[src/rtl/fifo_stream_pkg.sv]
// Shared types and constants for the sync_fifo read-side stream adapter.
package fifo_stream_pkg;

  localparam int unsigned DATA_WIDTH_DEF = 32;
  localparam int unsigned BUF_DEPTH      = 2;

  typedef logic [1:0]                buf_cnt_t;
  typedef logic [DATA_WIDTH_DEF-1:0] data_t;

endpackage

[src/rtl/fifo_stream_reader_skid_buf2.sv]
// Two-entry register skid buffer: circular head/count, one write port, one pop.
module skid_buf2
  import fifo_stream_pkg::*;
#(
  parameter int unsigned DATA_WIDTH = 32
) (
  input  logic                  clk,
  input  logic                  rst,
  input  logic                  wr_en,
  input  logic [DATA_WIDTH-1:0] wr_data,
  input  logic                  pop,
  output logic                  valid,
  output logic [DATA_WIDTH-1:0] rd_data,
  output logic [1:0]            cnt
);

  logic [DATA_WIDTH-1:0] mem_q [2];
  logic                  head_q;
  buf_cnt_t              cnt_q, cnt_d;
  logic                  wr_idx;

  // Write lands just past the current occupants; with a same-cycle pop this is
  // the slot right after the post-pop head, so data flows through with no bubble.
  always_comb begin
    wr_idx = head_q ^ cnt_q[0];
    cnt_d  = cnt_q + buf_cnt_t'(wr_en) - buf_cnt_t'(pop);
  end

  always_ff @(posedge clk) begin
    if (rst) begin
      mem_q[0] <= '0;
      mem_q[1] <= '0;
      head_q   <= 1'b0;
      cnt_q    <= '0;
    end else begin
      cnt_q <= cnt_d;
      if (pop) begin
        head_q <= ~head_q;
      end
      if (wr_en) begin
        mem_q[wr_idx] <= wr_data;
      end
    end
  end

  assign valid   = (cnt_q != '0);
  assign rd_data = mem_q[head_q];
  assign cnt     = cnt_q;

endmodule

[src/rtl/fifo_stream_reader.sv]
// Read-side adapter for sync_fifo: issues rd_en, captures rd_data, presents a
// valid/ready stream. Optional counters xfer_cnt/stall_cnt under FIFO_STREAM_STATS_EN.
module fifo_stream_reader
  import fifo_stream_pkg::*;
#(
  parameter int unsigned DATA_WIDTH = 32,
  parameter int unsigned FIFO_PTR   = 4
) (
  input  logic                  clk,
  input  logic                  rst,
  output logic                  fifo_rd_en,
  input  logic [DATA_WIDTH-1:0] fifo_rd_data,
  input  logic                  fifo_empty,
  input  logic [FIFO_PTR:0]     fifo_data_avail,
  output logic                  m_valid,
  output logic [DATA_WIDTH-1:0] m_data,
  input  logic                  m_ready
`ifdef FIFO_STREAM_STATS_EN
  ,
  output logic [31:0]           xfer_cnt,
  output logic [31:0]           stall_cnt
`endif
);

  logic              inflight_q;
  logic              pop;
  logic [1:0]        buf_cnt;
  logic [2:0]        occ_next;
  logic [FIFO_PTR:0] inflight_ext;

  assign pop = m_valid && m_ready;

  // data_avail lags one cycle behind a read, so an outstanding read is
  // subtracted before deciding another word is really there.
  always_comb begin
    inflight_ext    = '0;
    inflight_ext[0] = inflight_q;
    occ_next        = {1'b0, buf_cnt} + {2'b00, inflight_q} - {2'b00, pop};
    fifo_rd_en      = !rst && (fifo_data_avail > inflight_ext) && (occ_next < 3'd2);
  end

  always_ff @(posedge clk) begin
    if (rst) begin
      inflight_q <= 1'b0;
    end else begin
      inflight_q <= fifo_rd_en;
    end
  end

  skid_buf2 #(
    .DATA_WIDTH (DATA_WIDTH)
  ) u_buf (
    .clk     (clk),
    .rst     (rst),
    .wr_en   (inflight_q),
    .wr_data (fifo_rd_data),
    .pop     (pop),
    .valid   (m_valid),
    .rd_data (m_data),
    .cnt     (buf_cnt)
  );

`ifdef FIFO_STREAM_STATS_EN
  always_ff @(posedge clk) begin
    if (rst) begin
      xfer_cnt  <= '0;
      stall_cnt <= '0;
    end else begin
      if (pop) begin
        xfer_cnt <= xfer_cnt + 32'd1;
      end
      if (m_valid && !m_ready) begin
        stall_cnt <= stall_cnt + 32'd1;
      end
    end
  end
`endif

`ifndef SYNTHESIS
  a_no_read_when_empty: assert property (@(posedge clk) disable iff (rst)
    !(fifo_rd_en && fifo_empty));
  a_buf_cnt_max: assert property (@(posedge clk) disable iff (rst) buf_cnt != 2'd3);
`endif

endmodule

[config.mk]
export PLATFORM = sky130hd
export DESIGN_NAME = fifo_stream_reader
export DESIGN_NICKNAME = d
export VERILOG_FILES = /design/src/rtl/fifo_stream_pkg.sv /design/src/rtl/fifo_stream_reader_skid_buf2.sv /design/src/rtl/fifo_stream_reader.sv
export SDC_FILE = /design/constraint.sdc
export NUM_CORES = 1
export LEC_CHECK = 0
export ABC_AREA = 1
export CORE_MARGIN = 1
export CORE_UTILIZATION = 50
export DETAILED_ROUTE_END_ITERATION = 6
export GPL_ROUTABILITY_DRIVEN = 1
export PLACE_DENSITY_LB_ADDON = 0.2
export SLEW_MARGIN = 10
export SYNTH_ARGS = -nofsm -noshare
export SYNTH_HDL_FRONTEND = slang
export SYNTH_SLANG_ARGS = --single-unit
[constraint.sdc]
create_clock -name clk -period 5.15 [get_ports clk]
set_input_delay 1.03 -clock clk [delete_from_list [all_inputs] [get_ports clk]]
set_output_delay 1.03 -clock clk [all_outputs]
set_load 0.02 [all_outputs]
==> results.cfg, run 1 <==
[global_route]
grt_start_max_net_pins = 34
grt-ovfl-total = 0
grt_pass1_vias = 1907
grtUsageTotal = 0.1773
antenna_found_initial = 0
grt_pass1_wl_um = 8466

[clock_tree]
clk_root_buffer_cell = clkbuf_8
cts_num_sinks = 69
cts_tree = built
cts_hold_buffers = 0
htreeDepth = 3
numCtsBuffers = 9
cts_setup_buffers = 0
worstSkewPairLatency_ps = 330
clk_pin_slew_ps = 70
cts_resized = 0
cts.path.max_buffers = 2

[routing]
drt_wl_total_um = 5319
viasPerCell = 4.748
drc = 0
drt_iter0_drc = 127
wl_per_cell_um = 13.04
drtAntennaViolNets = 0
drt_first_pass_iters = 4
vias = 1937

[placement]
hpwl_um = 3393
place_congestion = 0.6655
place_ws_ps = 603.4
portBuffers = 73

[logic_synthesis]
syn_avg_cell_area_um2 = 12.51
syn_area_um2 = 3127
synth.largest_area_cell = edfxtp_1
yosys.area.top_type_share = 0.6146
ys_types = 21
ys_ff_latch = 69
syn_inst = 250
yosysSeqAreaShare = 0.6467
synth_warnings = 0
synth_top_cells_by_area = edfxtp_1 (61%), mux2_2 (11%), nor2_1 (6.0%)
synth_nets = 295

[sta]
max_freq_ghz = 0.2198
slew_viol_final = 0
period_minus_slack_ps = 4551
clock_skew_ps = 7.756
tightest_slew_ps = 744.1
fin_ws_ps = 599.4
setup_viol = 0
hold_violations = 0
rsz0062_at_grt = no
min_period_over_period = 0.8836
slew-limit-headroom = 0.5033
setup_tns_ps = 0

[floorplan]
die_w_um = 81.08
die_h_um = 81.08
start_util = 0.5219
io-pin-count = 75
core_area_um2 = 5991
die-area_um2 = 6574
rows = 28

[setup_path]
cp.required_ps = 4120
critical_path_class = in -> out
crit_path_start_kind = input port
reg2reg_depth = 5
crit_fanout = 2
cp-end-kind = output pin
worst_ep_arrival_time_ps = 3520
ff2ff_setup_slack_ps = 2760

[power]
ir_worst_vdd_v = 0.0003654
power_density_nw_per_um2 = 449.7
p_leak_nw = 1.694

[hold_path]
holdPathStages = 2
min_path_type = reg -> reg

[cells_and_area]
diodes = 0
layout_common_cells = clkdlybuf4s50_1 (73), edfxtp_1 (64), nor2_1 (50), inv_1 (42), mux2_2 (30)
area_delta_synth_final_pct = 31.65
drive_gt1_frac = 0.2462
fillCellCount = 465
mostFrequentLayoutCell = clkdlybuf4s50_1
nets = 373
finish.utilization = 0.6871

[job]
cap_violations = 0

[run_status]
outcome = completed
## area by class of cell
cell class,count,area [um2],area share
inverters,42,157.7,0.03830
clock buffers,9,123.9,0.03009
flip-flops and latches,69,2022,0.4912
well taps,75,93.84,0.02280
repair buffers,77,760.7,0.1848
clock inverters,7,90.09,0.02188
multi-input cells,129,868.3,0.2109
## state kept, by name, summed over array words and instances, names as in the netlist, named ones only
name	flops
inflight_q	1
u_buf.cnt	2
u_buf.head_q	1
u_buf.mem_q	64
## routing by layer
metal,global-route usage,part of all wire,vias up
met3,0.03933,0.047,9
met1,0.1969,0.41,915
met4,0.09107,0.014,0
met5,0,0,-
li1,-,-,963
met2,0.3168,0.53,50
## final timing paths
check / to / start
worst max-delay path: fifo_rd_en / m_ready
worst max register to register: u_buf.mem_q[0][18] / u_buf.head_q
worst min-delay path: u_buf.head_q / u_buf.head_q
worst min register to register: u_buf.head_q / u_buf.head_q
## metrics by stage
step / hold WS, ps / cell area, um2 / total power, mW / std cells
2_1_floorplan: 506.5 / 3127 / 1.166 / 250
3_3_place_gp: 546.6 / 3902 / 1.390 / 392
3_5_place_dp: 545.3 / 3902 / 1.404 / 392
4_1_cts: 564.4 / 4116 / 1.871 / 408
5_1_grt: 592.9 / 4116 / 1.945 / 408
6_report: 570.1 / 4116 / 1.851 / 408
## critical path, stage by stage
cell and delay, ps:
clkdlybuf4s50_1 480, inv_1 40, nor2_1 140, ha_1 260, inv_1 60, ha_1 140
fa_1 440, a21oi_1 130, nand2_1 80, nor2_1 100, clkdlybuf4s50_1 600
## synthesized netlist by cell type
master,number
nor2_4,1
inv_1,42
nor2_2,29
nand2_4,1
buf_4,4
ha_1,3
a21oi_1,1
nor2_1,50
or2_1,1
nand3_1,1
nand2_1,7
mux2_2,30
clkbuf_2,1
fa_1,1
buf_6,3
buf_2,2
nand2_2,1
dfxtp_1,5
edfxtp_1,64
nand3_2,1
mux2_1,2
## kinds of logic (layout without fill, tap and decap cells)
group | after synthesis | after routing | share of synthesized area
flip-flops | 69 | 69 | 0.6467
buffers and inverters | 52 | 135 | 0.07563
adder cells (fa/ha/maj) | 4 | 4 | 0.01841
AND/OR/NAND/NOR | 92 | 92 | 0.1425
multiplexers | 32 | 32 | 0.1152
AO/OA/AOI/OAI | 1 | 1 | 0.001599
## where the power goes
part	internal [mW]	switching (mW)	total [mW]	leakage (nW)
logic	0.294	0.327	0.621	0.880
registers	0.725	0.0391	0.764	0.707
clock network	0.270	0.197	0.467	0.107
total	1.29	0.563	1.85	1.69
No activity file was read; power rests on OpenSTA's default activity.
==> inputs of run 2 (changes only) <==
- CORE_UTILIZATION: 50 -> 53
- HOLD_SLACK_MARGIN: not set -> 0.05
- clock period: 5.15 -> 5.7 ns (I/O delays scaled with it)
==> results.cfg, run 2 (synthesis gave the netlist of run 1 again) <==
[run_status]
outcome = completed

[routing]
drt_iter0_drc = 92
viasPerCell = 4.851
drc = 0
drt_wl_total_um = 5347
vias = 1960
drt_first_pass_iters = 4
drtAntennaViolNets = 0
wl_per_cell_um = 13.24

[power]
power_density_nw_per_um2 = 407.2
ir_worst_vdd_v = 0.0002601
p_leak_nw = 1.689

[setup_path]
critical_path_class = in -> out
slowest_delay_ps = 600
regToRegEndpoint = u_buf.mem_q[1][0]
cp.required_ps = 4560
path_cells = clkdlybuf4s50_1 > inv_1 > nor2_1 > ha_1 > inv_1 > ha_1 > fa_1 > a21oi_1 > nand2_1 > nor2_1 > clkdlybuf4s50_1
ff2ff_setup_slack_ps = 2950
crit_fanout = 2
crit_path_start_kind = input port
cpMaxStageDelayCell = clkdlybuf4s50_1
worst_ep_arrival_time_ps = 3610
reg2reg_depth = 5
timing.rr.start = inflight_q
cp-end-kind = output pin

[cells_and_area]
largest-register = u_buf.mem_q
ff_latch_area_um2 = 2022
fillCellCount = 411
diodes = 0
layout_common_cells = clkdlybuf4s50_1 (73), edfxtp_1 (64), nor2_1 (50), inv_1 (42), mux2_2 (30)
largest_register_ffs = 64
area_delta_synth_final_pct = 31.05
nets = 372
mostFrequentLayoutCell = clkdlybuf4s50_1
instances_no_fill = 404
multiInputGateArea_um2 = 868.3
drive_gt1_frac = 0.2410

[placement]
portBuffers = 73
dpl.cell_count = 388
hpwl_um = 3415
place_ws_ps = 950.4
place_congestion = 0.7205

[floorplan]
core_area_um2 = 5608
die_w_um = 78.81
die_h_um = 78.81
io-pin-count = 75
start_util = 0.5576
rows = 27
die-area_um2 = 6211

[sta]
slew-limit-headroom = 0.3669
period_minus_slack_ps = 4751
clock_skew_ps = 11.25
min_period_over_period = 0.8336
hold_violations = 0
max_freq_ghz = 0.2105
rsz0062_at_grt = no
setup_viol = 0
slew_viol_final = 0
tightest_slew_ps = 947.4
fin_ws_ps = 948.5
setup_tns_ps = 0

[clock_tree]
cts.path.max_buffers = 2
htreeDepth = 3
cts_resized = 0
cts_setup_buffers = 0
numCtsBuffers = 9
worstSkewPairLatency_ps = 330
clk_root_buffer_cell = clkbuf_8
clk_pin_slew_ps = 70
cts_num_sinks = 69
cts_hold_buffers = 0
cts_tree = built

[hold_path]
hold-path-endpoint = u_buf.head_q
min_path_type = reg -> reg
holdPathStages = 2
hp-start = u_buf.head_q

[global_route]
grt_pass1_vias = 1977
grt_pass1_wl_um = 8783
grt-ovfl-total = 0
grt_start_max_net_pins = 34
antenna_found_initial = 0
grtUsageTotal = 0.1940

[job]
cap_violations = 0
run 2: worst max path at each step:
stage | end | depth (start not counted) | startpoint | slack (ps)
finish | fifo_rd_en | 11 | m_ready | 950
global route | fifo_rd_en | 11 | m_ready | 750
detailed placement | fifo_rd_en | 11 | m_ready | 950
floorplan | fifo_rd_en | 9 | m_ready | 1940
CTS | fifo_rd_en | 11 | m_ready | 930
global placement | fifo_rd_en | 11 | m_ready | 970
run 2: final cells by class:
type,count,area share
multi-input combinational,129,0.2119
tap,72,0.02198
inverter,42,0.03847
sequential,69,0.4934
clock buffer,11,0.03206
timing repair buffer,76,0.1838
clock inverter,5,0.01832
run 2: power by group:
group          switching [mW]  internal, mW  total (mW)  leakage, nW
registers              0.0339         0.656       0.690        0.707
clock network           0.169         0.244       0.414        0.107
logic                   0.302         0.264       0.566        0.875
run 2: metrics by stage:
| step | total power, mW | hold WS (ps) | area (um2) | utilization |
|---|---|---|---|---|
| CTS | 1.683 | 605.7 | 4098 | 0.7307 |
| finish | 1.669 | 614.7 | 4098 | 0.7307 |
| global placement | 1.251 | 547.3 | 3891 | 0.6939 |
| floorplan | 1.053 | 506.5 | 3127 | - |
| global route | 1.753 | 623.1 | 4098 | 0.7307 |
| detailed placement | 1.267 | 564.3 | 3891 | 0.6939 |
run 2: worst max-delay path: cells and delay by family:
kind	cells	cell delay [ps]
buffers and inverters	4	1180
adders and majority gates	3	830
AOI/OAI and AO/OA	1	130
and+or+nand+nor	3	320
run 2: metal layers:
layer	global-route usage	vias up	routed length (um)	share of wire
li1	-	962	-	-
met3	0.04943	11	263	0.049
met5	0	-	0	0
met1	0.2313	927	2261	0.42
met2	0.3191	60	2699	0.50
met4	0.1127	0	123	0.023
